===== config.mk =====
export PLATFORM = sky130hd
export DESIGN_NAME = ifu_fetch_queue_flat
export DESIGN_NICKNAME = d
export VERILOG_FILES = /design/src/rtl/ifu_fetch_queue_if.sv /design/src/rtl/ifu_fetch_queue.sv /design/src/flat_wrapper.sv
export SDC_FILE = /design/constraint.sdc
export NUM_CORES = 1
export LEC_CHECK = 0
export CELL_PAD_IN_SITES_DETAIL_PLACEMENT = 1
export CELL_PAD_IN_SITES_GLOBAL_PLACEMENT = 2
export CORE_UTILIZATION = 35
export DETAILED_ROUTE_END_ITERATION = 10
export HOLD_SLACK_MARGIN = 0.03
export PLACE_DENSITY_LB_ADDON = 0.1
export SYNTH_ARGS = -nofsm -noshare
export SYNTH_HDL_FRONTEND = slang
export SYNTH_SLANG_ARGS = --single-unit

===== constraint.sdc =====
create_clock -name clk -period 14.6 [get_ports clk]
set_input_delay 1.46 -clock clk [delete_from_list [all_inputs] [get_ports clk]]
set_output_delay 1.46 -clock clk [all_outputs]
set_load 0.1 [all_outputs]

===== src/rtl/ifu_fetch_queue_if.sv =====
// Fetch-side bus bundle for ifu_fetch_queue.
// Carries the instruction SRAM request/response channel and the IF->ID handshake.
//   master : the fetch unit (drives inst_sram_* requests, if_to_id_valid/zip)
//   slave  : memory + decode stage (drive addr_ok/data_ok/rdata, id_allowin/br_stall)
interface ifu_fetch_queue_if #(
  parameter int unsigned IF2ID_LEN = 81
) ();
  logic                 inst_sram_req;
  logic                 inst_sram_wr;
  logic [1:0]           inst_sram_size;
  logic [3:0]           inst_sram_wstrb;
  logic [31:0]          inst_sram_wdata;
  logic [31:0]          inst_sram_addr;
  logic                 inst_sram_addr_ok;
  logic                 inst_sram_data_ok;
  logic [31:0]          inst_sram_rdata;
  logic                 id_allowin;
  logic                 br_stall;
  logic                 if_to_id_valid;
  logic [IF2ID_LEN-1:0] if_to_id_zip;

  modport master (
    output inst_sram_req, inst_sram_wr, inst_sram_size, inst_sram_wstrb, inst_sram_wdata,
    output inst_sram_addr, if_to_id_valid, if_to_id_zip,
    input  inst_sram_addr_ok, inst_sram_data_ok, inst_sram_rdata, id_allowin, br_stall
  );

  modport slave (
    input  inst_sram_req, inst_sram_wr, inst_sram_size, inst_sram_wstrb, inst_sram_wdata,
    input  inst_sram_addr, if_to_id_valid, if_to_id_zip,
    output inst_sram_addr_ok, inst_sram_data_ok, inst_sram_rdata, id_allowin, br_stall
  );
endinterface


===== src/rtl/ifu_fetch_queue.sv =====
// Instruction fetch unit with pipelined SRAM requests and a fetched-instruction queue.
// Ports:
//   clk, reset          : clock, synchronous active-high reset
//   redirect_valid/_target : flush + new fetch PC (merged WB flush / ID branch)
//   fetch_vaddr         : current fetch PC to the external translator
//   fetch_paddr         : translated address (same cycle), forwarded as inst_sram_addr
//   fetch_ex_valid/_ecode : translator fault for fetch_vaddr
//   bus (master)        : inst_sram request/response channel and IF->ID handshake;
//                         if_to_id_zip = {inst, pc, ex_valid, ecode, esubcode=0, is_ertn=0}
module ifu_fetch_queue #(
  parameter int unsigned QUEUE_DEPTH     = 4,
  parameter int unsigned MAX_OUTSTANDING = 2,
  parameter logic [31:0] RESET_PC        = 32'h1c00_0000
) (
  input  logic              clk,
  input  logic              reset,
  input  logic              redirect_valid,
  input  logic [31:0]       redirect_target,
  output logic [31:0]       fetch_vaddr,
  input  logic [31:0]       fetch_paddr,
  input  logic              fetch_ex_valid,
  input  logic [5:0]        fetch_ex_ecode,
  ifu_fetch_queue_if.master bus
);

  localparam int unsigned QAW      = $clog2(QUEUE_DEPTH);
  localparam logic [5:0]  EcodeAde = 6'h08;
  localparam logic [31:0] NopInst  = 32'h0280_0000;

  typedef struct packed {
    logic [31:0] inst;
    logic [31:0] pc;
    logic        ex;
    logic [5:0]  ecode;
  } entry_t;

  logic [31:0] pc_q, pc_d;
  logic [2:0]  outst_q, outst_d;
  logic [2:0]  discard_q, discard_d;
  logic        stopped_q, stopped_d;
  logic [QAW:0] wr_ptr_q, wr_ptr_d, rd_ptr_q, rd_ptr_d;
  entry_t      queue_q [QUEUE_DEPTH];
  logic [31:0] infl_q [MAX_OUTSTANDING];
  logic [31:0] infl_d [MAX_OUTSTANDING];

  logic [2:0]   live;
  logic [QAW:0] count;
  logic         misaligned, fault;
  logic [5:0]   fault_ecode;
  logic         req, acc, dok, resp, drop, fault_push, push, pop, id_valid;
  logic [2:0]   push_idx;
  entry_t       push_entry, head;

  // Requests whose responses will still be kept (the rest are pre-redirect leftovers).
  assign live  = outst_q - discard_q;
  assign count = wr_ptr_q - rd_ptr_q;

  assign misaligned  = (pc_q[1:0] != 2'b00);
  assign fault       = misaligned | fetch_ex_valid;
  assign fault_ecode = misaligned ? EcodeAde : fetch_ex_ecode;

  // Slots already promised to live requests are reserved, so the queue cannot overflow.
  assign req = !stopped_q && !redirect_valid && !fault &&
               (32'(outst_q) < MAX_OUTSTANDING) &&
               ((32'(live) + 32'(count)) < QUEUE_DEPTH);
  assign acc = req & bus.inst_sram_addr_ok;

  assign dok  = bus.inst_sram_data_ok & (outst_q != 3'd0);
  assign resp = dok & (discard_q == 3'd0) & !redirect_valid;
  assign drop = dok & (discard_q != 3'd0);

  // Fault marker waits for all older live responses so entries stay in PC order.
  assign fault_push = fault && !stopped_q && !redirect_valid && (live == 3'd0) &&
                      (32'(count) < QUEUE_DEPTH);
  assign push = resp | fault_push;

  assign id_valid = (count != '0) && !redirect_valid;
  assign pop      = id_valid & bus.id_allowin & !bus.br_stall;

  assign push_idx = live - {2'b00, resp};
  assign head     = queue_q[rd_ptr_q[QAW-1:0]];

  always_comb begin
    push_entry = '{inst: NopInst, pc: pc_q, ex: 1'b1, ecode: fault_ecode};
    if (resp) begin
      push_entry = '{inst: bus.inst_sram_rdata, pc: infl_q[0], ex: 1'b0, ecode: 6'd0};
    end
  end

  // In-flight PCs kept as a shift register: index 0 is the oldest live request.
  always_comb begin
    infl_d = infl_q;
    if (resp) begin
      for (int i = 0; i < int'(MAX_OUTSTANDING) - 1; i++) begin
        infl_d[i] = infl_q[i+1];
      end
    end
    if (acc) begin
      for (int i = 0; i < int'(MAX_OUTSTANDING); i++) begin
        if (i == int'(push_idx)) begin
          infl_d[i] = pc_q;
        end
      end
    end
  end

  always_comb begin
    pc_d      = pc_q;
    outst_d   = outst_q;
    discard_d = discard_q;
    stopped_d = stopped_q;
    wr_ptr_d  = wr_ptr_q;
    rd_ptr_d  = rd_ptr_q;
    if (redirect_valid) begin
      pc_d      = redirect_target;
      stopped_d = 1'b0;
      outst_d   = outst_q - {2'b00, dok};
      discard_d = outst_q - {2'b00, dok};
      wr_ptr_d  = rd_ptr_q;
    end else begin
      outst_d = outst_q + {2'b00, acc} - {2'b00, dok};
      if (drop) begin
        discard_d = discard_q - 3'd1;
      end
      if (acc) begin
        pc_d = pc_q + 32'd4;
      end
      if (fault_push) begin
        stopped_d = 1'b1;
      end
      if (push) begin
        wr_ptr_d = wr_ptr_q + {{QAW{1'b0}}, 1'b1};
      end
      if (pop) begin
        rd_ptr_d = rd_ptr_q + {{QAW{1'b0}}, 1'b1};
      end
    end
  end

  always_ff @(posedge clk) begin
    if (reset) begin
      pc_q      <= RESET_PC;
      outst_q   <= 3'd0;
      discard_q <= 3'd0;
      stopped_q <= 1'b0;
      wr_ptr_q  <= '0;
      rd_ptr_q  <= '0;
    end else begin
      pc_q      <= pc_d;
      outst_q   <= outst_d;
      discard_q <= discard_d;
      stopped_q <= stopped_d;
      wr_ptr_q  <= wr_ptr_d;
      rd_ptr_q  <= rd_ptr_d;
    end
  end

  // Storage needs no reset: validity is tracked by the pointers and counters above.
  always_ff @(posedge clk) begin
    infl_q <= infl_d;
    if (push && !reset) begin
      queue_q[wr_ptr_q[QAW-1:0]] <= push_entry;
    end
  end

  assign fetch_vaddr         = pc_q;
  assign bus.inst_sram_req   = req;
  assign bus.inst_sram_wr    = 1'b0;
  assign bus.inst_sram_size  = 2'b10;
  assign bus.inst_sram_wstrb = 4'b0000;
  assign bus.inst_sram_wdata = 32'd0;
  assign bus.inst_sram_addr  = fetch_paddr;
  assign bus.if_to_id_valid  = id_valid;
  assign bus.if_to_id_zip    = {head.inst, head.pc, head.ex, head.ecode, 9'd0, 1'b0};

endmodule


===== src/flat_wrapper.sv =====
// flat-port wrapper written by rule: the top's interface ports become plain ports
module ifu_fetch_queue_flat 
#(
  parameter int unsigned QUEUE_DEPTH     = 4,
  parameter int unsigned MAX_OUTSTANDING = 2,
  parameter logic [31:0] RESET_PC        = 32'h1c00_0000
)
  (clk, reset, redirect_valid, redirect_target, fetch_vaddr, fetch_paddr, fetch_ex_valid, fetch_ex_ecode, bus_inst_sram_req, bus_inst_sram_wr, bus_inst_sram_size, bus_inst_sram_wstrb, bus_inst_sram_wdata, bus_inst_sram_addr, bus_if_to_id_valid, bus_if_to_id_zip, bus_inst_sram_addr_ok, bus_inst_sram_data_ok, bus_inst_sram_rdata, bus_id_allowin, bus_br_stall);
  ifu_fetch_queue_if bus_i ();
  input  logic clk;
  input  logic reset;
  input  logic redirect_valid;
  input  logic [31:0] redirect_target;
  output logic [31:0] fetch_vaddr;
  input  logic [31:0] fetch_paddr;
  input  logic fetch_ex_valid;
  input  logic [5:0] fetch_ex_ecode;
  output wire logic [$bits(bus_i.inst_sram_req)-1:0] bus_inst_sram_req;
  output wire logic [$bits(bus_i.inst_sram_wr)-1:0] bus_inst_sram_wr;
  output wire logic [$bits(bus_i.inst_sram_size)-1:0] bus_inst_sram_size;
  output wire logic [$bits(bus_i.inst_sram_wstrb)-1:0] bus_inst_sram_wstrb;
  output wire logic [$bits(bus_i.inst_sram_wdata)-1:0] bus_inst_sram_wdata;
  output wire logic [$bits(bus_i.inst_sram_addr)-1:0] bus_inst_sram_addr;
  output wire logic [$bits(bus_i.if_to_id_valid)-1:0] bus_if_to_id_valid;
  output wire logic [$bits(bus_i.if_to_id_zip)-1:0] bus_if_to_id_zip;
  input wire logic [$bits(bus_i.inst_sram_addr_ok)-1:0] bus_inst_sram_addr_ok;
  input wire logic [$bits(bus_i.inst_sram_data_ok)-1:0] bus_inst_sram_data_ok;
  input wire logic [$bits(bus_i.inst_sram_rdata)-1:0] bus_inst_sram_rdata;
  input wire logic [$bits(bus_i.id_allowin)-1:0] bus_id_allowin;
  input wire logic [$bits(bus_i.br_stall)-1:0] bus_br_stall;
  assign bus_inst_sram_req = bus_i.inst_sram_req;
  assign bus_inst_sram_wr = bus_i.inst_sram_wr;
  assign bus_inst_sram_size = bus_i.inst_sram_size;
  assign bus_inst_sram_wstrb = bus_i.inst_sram_wstrb;
  assign bus_inst_sram_wdata = bus_i.inst_sram_wdata;
  assign bus_inst_sram_addr = bus_i.inst_sram_addr;
  assign bus_if_to_id_valid = bus_i.if_to_id_valid;
  assign bus_if_to_id_zip = bus_i.if_to_id_zip;
  assign bus_i.inst_sram_addr_ok = bus_inst_sram_addr_ok;
  assign bus_i.inst_sram_data_ok = bus_inst_sram_data_ok;
  assign bus_i.inst_sram_rdata = bus_inst_sram_rdata;
  assign bus_i.id_allowin = bus_id_allowin;
  assign bus_i.br_stall = bus_br_stall;
  ifu_fetch_queue #(.QUEUE_DEPTH(QUEUE_DEPTH), .MAX_OUTSTANDING(MAX_OUTSTANDING), .RESET_PC(RESET_PC)) u_core (.clk(clk), .reset(reset), .redirect_valid(redirect_valid), .redirect_target(redirect_target), .fetch_vaddr(fetch_vaddr), .fetch_paddr(fetch_paddr), .fetch_ex_valid(fetch_ex_valid), .fetch_ex_ecode(fetch_ex_ecode), .bus(bus_i));
endmodule

Word level (Yosys, flattened, before mapping)
Memory sizes are Yosys's and may differ from the RTL's. A register that Yosys moved wholly into a read port is not among the register bits.
Cells that the tools add are included.
W data, S select, Z words.
Cells by class
  reductions and logical operators: 28
  multiplexer cells: 17
  $lt $le $gt $ge: 3
  add/sub/neg operators: 11
  equality and inequality tests: 1
  bitwise gates (word level): 10
Operators with widths (count)
  $mux W32: 5
  $mux W71: 1
  $mux W64: 1
  $add A32 B3 Y32 const B: 1
  $lt A32 B3 Y1 const B: 1
  $mux W3: 5
  $logic_and A1 B1 Y1: 10
  $logic_not A3 Y1: 3
  $reduce_bool A3 Y1: 3
  $sub A3 B1 Y3: 3
  $reduce_bool A2 Y1: 4
  $and A1 B1 Y1: 7
  $add A3 B1 Y3 const B: 2
  $mux W6: 1
  $sub A3 B3 Y3: 2
  $logic_not A1 Y1: 5
  $add A3 B3 Y4: 1
  $mux W2: 2
  $reduce_and A2 Y1: 2
  $add A3 B1 Y3: 1
  $eq A2 B3 Y1 const A: 1
  $lt A3 B2 Y1 const B: 1
  $lt A3 B3 Y1 const B: 1
  $sub A3 B1 Y3 const B: 1
  other kinds (4): 6
Word-level totals
  output and inout bits: 186
  input bits: 110
  flip-flop bits (word level): 109
  logic and storage cells: 79
  memories: 1
  RAM bits: 284
Memories
  u_core.queue_q: depth 4, width 71, rd ports 1, clocked after Yosys merged registers in 1, write ports 1, line ifu_fetch_queue.sv:42  | entry_t queue_q [QUEUE_DEPTH];

Longest topological paths before layout
  depth after elaboration: 10
  mapped depth: 16
  gate-level depth less buffers: 15

Worst setup path after synthesis
No wires, ideal clock.
  path kind: reg2out
  from: reg u_core.wr_ptr_q[0]
  to: out bus_inst_sram_req
  cell stages (with the launch flop): 10
  required time: 13140 ps
  buffers on the path: 0
  path slack: 8801 ps
  arrival: 4339 ps
  cells stage by stage: dfxtp_1 > inv_1 > ha_1 > inv_1 > fa_1 > xnor3_1 > ha_1 > or4b_1 > or3_1 > nor3_1
On the way
  longest elaborated chain between the ends: 4
Ends and longest elaborated chain
  start: declaration: line ifu_fetch_queue.sv:41  | logic [QAW:0] wr_ptr_q, wr_ptr_d, rd_ptr_q, rd_ptr_d;
  start signal: assignment: line ifu_fetch_queue.sv:153  | wr_ptr_q <= wr_ptr_d;
  $sub A3 B3 Y3: line ifu_fetch_queue.sv:56  | assign count = wr_ptr_q - rd_ptr_q;
  $add A3 B3 Y4: line ifu_fetch_queue.sv:65  | ((32'(live) + 32'(count)) < QUEUE_DEPTH);
  $lt A32 B3 Y1: line ifu_fetch_queue.sv:65
  $logic_and A1 B1 Y1: line ifu_fetch_queue.sv:64  | (32'(outst_q) < MAX_OUTSTANDING) &&
  end: declaration: line flat_wrapper.sv:18  | output wire logic [$bits(bus_i.inst_sram_req)-1:0] bus_inst_sram_req;
Every way passes these cells.

Worst setup path after layout
Ends and elaborated chain as after synthesis.

==> flow_summary.toml <==
[drt]
detail_route.wl_per_cell_um = 21.3
num_vias = 9390
drtIter0Drc = 472
drc = 30
drt-total-wl_mm = 40.8
drt_pass1_iterations = 7
via_per_inst = 4.89
ant_nets = 0

[grt]
grtUsageTotal = 0.171
busiest_layer = "met2"
antenna_found_initial = 0
use_met3 = 0.0326
grt_max_degree = 66
grt_use_met1 = 0.229
grt_remaining_overflow = 0
grt_pass1_wl_mm = 61.3
grt_pass1_vias = 9995
met2_usage = 0.285

[sta]
hold_viol = 0
skew_ns = 0.0147
worstMarginPinSlew_ns = 1.13
final.setup.tns_ns = 0
slew_headroom = 0.239
rsz0062_at_grt = "false"
fmax_mhz = 169
period_share = 0.405
finalSetupViolations = 0
maxSlewViolCount = 0
post-route-min-period_ns = 5.91

[logic_synthesis]
synth_top_family_by_area = "multiplexers"
netlist_area_um2 = 16600
syn_inst = 1135
synth_top_flop_cell = "edfxtp_1"
ys_ff_latch = 395
async_reset_ff_frac = 0
yosysWarnings = 0
ys_types = 55
synth_edf_count = 316
synthXorXnorAreaFrac = 0.0101
synth_fa_ha_area_frac = 0.0179
synthSimpleGateAreaFrac = 0.0905
synth_compound_area_frac = 0.0412
ys_seq_area_frac = 0.666
syn_area_per_cell_um2 = 14.7
yosys-mux-area-fraction = 0.118

[critical_path]
crit_arrival_ns = 4.45
start_kind = "flop"
critPathKind = "reg -> out"
r2r-start = "u_core.wr_ptr_q[0]$_SDFFE_PP0P_"
crit_fanout = 5
required_ns = 13.14
max_stage_delay_ns = 1.19
crit_path_end_kind = "primary output"
worst_path_max_delay_cell = "clkdlybuf4s50_1"
critPathLaunch = "u_core.wr_ptr_q[0]$_SDFFE_PP0P_"
crit_chain = "inv_1 > ha_1 > inv_1 > fa_1 > xnor3_1 > ha_1 > or4b_1 > or3_1 > nor3_1 > clkdlybuf4s50_1"

[die]
core-area_um2 = 46800
die_width_um = 220
fp.dieH_um = 220
rows = 79
ioPinCount = 296
die-area_um2 = 48400
start_util = 0.356

[clock_tree]
hold_buffers = 0
cts_resized = 0
cts_buffer_depth = 3
ctsHtreeMaxLevel = 2
cts_tree = "done"
clk_pin_slew_worst_paths_ns = 0.06
numCtsBuffers = 44
postCtsSetupBuffers = 0
root_buffer = "clkbuf_16"
cts.sinks = 395
clkLatencyLatePin_ns = 0.56

[placement]
place.gp.congestion = 0.719
hpwl_mm = 25.6
io_buffer_count = 182

[power_and_ir_drop]
seqPwrFrac = 0.413
comb_power_share = 0.277
leakage_nw = 6.80
power.internal_mw = 2.27
ir_drop_mv = 0.0909
switching_power_mw = 1.19
switching_share = 0.343
p_clk_frac = 0.310
power_density_nw_per_um2 = 172

[cells_and_area]
drive_gt1_frac = 0.120
fin_nets = 1412
fin_util = 0.428
seqCellArea_um2 = 11100
n_fill_cell = 4751
area_growth_pct = 20.5
diodes = 0
multi_input_area_um2 = 4820

[run_status]
outcome = "finished with violations"
failed_checks = "design-rule violations"

[hold_path]
hold_path.class = "reg -> reg"
min_from = "u_core.infl_q[32]$_DFF_P_"

[run]
maxCapViolations = 0
[synth_stat cells (3+ instances only)]
cell type | n | area (µm²)
edfxtp_1 | 316 | 9490
a31oi_1 | 13 | 81.3
buf_1 | 11 | 41.3
o211ai_1 | 5 | 37.5
a211oi_1 | 9 | 67.6
or3_1 | 9 | 56.3
fa_1 | 3 | 60.1
nand3_1 | 14 | 70.1
nand2_1 | 128 | 480
nand4_1 | 15 | 93.8
xnor2_1 | 8 | 70.1
buf_4 | 81 | 608
o21ai_0 | 16 | 80.1
inv_1 | 19 | 71.3
o311ai_0 | 3 | 26.3
and3_1 | 9 | 56.3
mux2i_1 | 36 | 360
clkbuf_1 | 47 | 176
mux4_2 | 71 | 1600
nor3_1 | 9 | 45.0
a22oi_1 | 3 | 22.5
a21boi_0 | 3 | 22.5
and2_1 | 41 | 257
dfxtp_1 | 79 | 1580
ha_1 | 19 | 238
nand2b_1 | 3 | 18.8
a21oi_1 | 53 | 265
and4_1 | 3 | 26.3
nor2_1 | 64 | 240
nor4_1 | 6 | 37.5
xor2_1 | 6 | 52.6
[flip-flops by register name, summed over array words and instances, names as in the netlist, named ones only]
register and cells:
u_core.discard_q 3, u_core.fetch_vaddr 32, u_core.infl_q 64, u_core.outst_q 3
u_core.queue_q 284, u_core.rd_ptr_q 3, u_core.stopped_q 1, u_core.wr_ptr_q 3
[power groups by stage]
stage	clock (mW)	combinational [mW]	sequential [mW]
global route	1.14	1.02	1.44
CTS	1.10	0.972	1.43
global placement	0	0.961	1.45
detailed placement	0	0.970	1.45
finish	1.07	0.957	1.43
floorplan	0	0.749	1.47
[area by class of cell]
class,count,share of cell area
timing repair buffer,195,0.0953
clock inverter,25,0.0110
inverter,21,0.00406
tap,607,0.0379
sequential,395,0.553
multi-input combinational,623,0.240
clock buffer,53,0.0582
[routing by layer]
layer	up-vias	part of all wire	routed length, µm
li1	4402	-	-
met1	4750	0.46	18800
met2	188	0.48	19700
met3	50	0.038	1550
met4	0	0.018	715
met5	-	0	0
[cell families after synthesis]
logic type / count (synthesis)
compound gates: 114
xor+xnor: 16
fa+ha+maj: 22
buf+inv: 164
flops: 395
mux: 107
other cells: 2
simple gates: 315
[placed cells by master, fill, tap and decap left out, types with 4 or more instances in the layout]
| cell | count |
|---|---|
| dfxtp_1 | 77 |
| mux4_2 | 71 |
| inv_1 | 19 |
| a211oi_1 | 9 |
| bufinv_16 | 4 |
| xnor2_1 | 8 |
| ha_1 | 19 |
| a31oi_1 | 13 |
| nor3_1 | 9 |
| a21oi_1 | 53 |
| nand3_1 | 14 |
| nor2_1 | 63 |
| buf_4 | 13 |
| o21ai_0 | 16 |
| nor4_1 | 6 |
| or3_1 | 8 |
| nand2_1 | 128 |
| o211ai_1 | 5 |
| clkdlybuf4s50_1 | 180 |
| clkinv_1 | 15 |
| clkbuf_1 | 7 |
| edfxtp_1 | 316 |
| conb_1 | 49 |
| and2_1 | 37 |
| xor2_1 | 6 |
| clkbuf_16 | 45 |
| nand4_1 | 15 |
| and3_1 | 9 |
| mux2i_1 | 36 |
| and2_4 | 4 |
[worst paths after layout]
check	depth (start not counted)	slack (ns)	endpoint
setup / recovery	10	8.69	bus_inst_sram_req
hold / removal	2	0.48	u_core.infl_q[32]$_DFF_P_
setup reg to reg	11	9.85	u_core.infl_q[5]$_DFFE_PP_
hold reg to reg	2	0.48	u_core.infl_q[32]$_DFF_P_
[critical path: cells and delay by family (launching register included)]
family,cells,cell delay (ns)
xor+xnor,1,0.26
flops,1,0.35
simple gates,3,1.08
fa+ha+maj,3,0.83
buf+inv,3,1.37
[through the flow]
step | setup slack [ns] | cell area, µm² | total power, mW | cells | hold WS, ns
2_1_floorplan | 8.80 | 16800 | 2.22 | 1182 | 0.445
3_3_place_gp | 8.96 | 18600 | 2.41 | 1841 | 0.462
3_5_place_dp | 8.91 | 18600 | 2.42 | 1841 | 0.470
4_1_cts | 8.64 | 20000 | 3.51 | 1919 | 0.478
5_1_grt | 8.51 | 20000 | 3.60 | 1919 | 0.512
6_report | 8.69 | 20000 | 3.45 | 1919 | 0.475
Note: power is estimated with default switching activity, not from simulation.
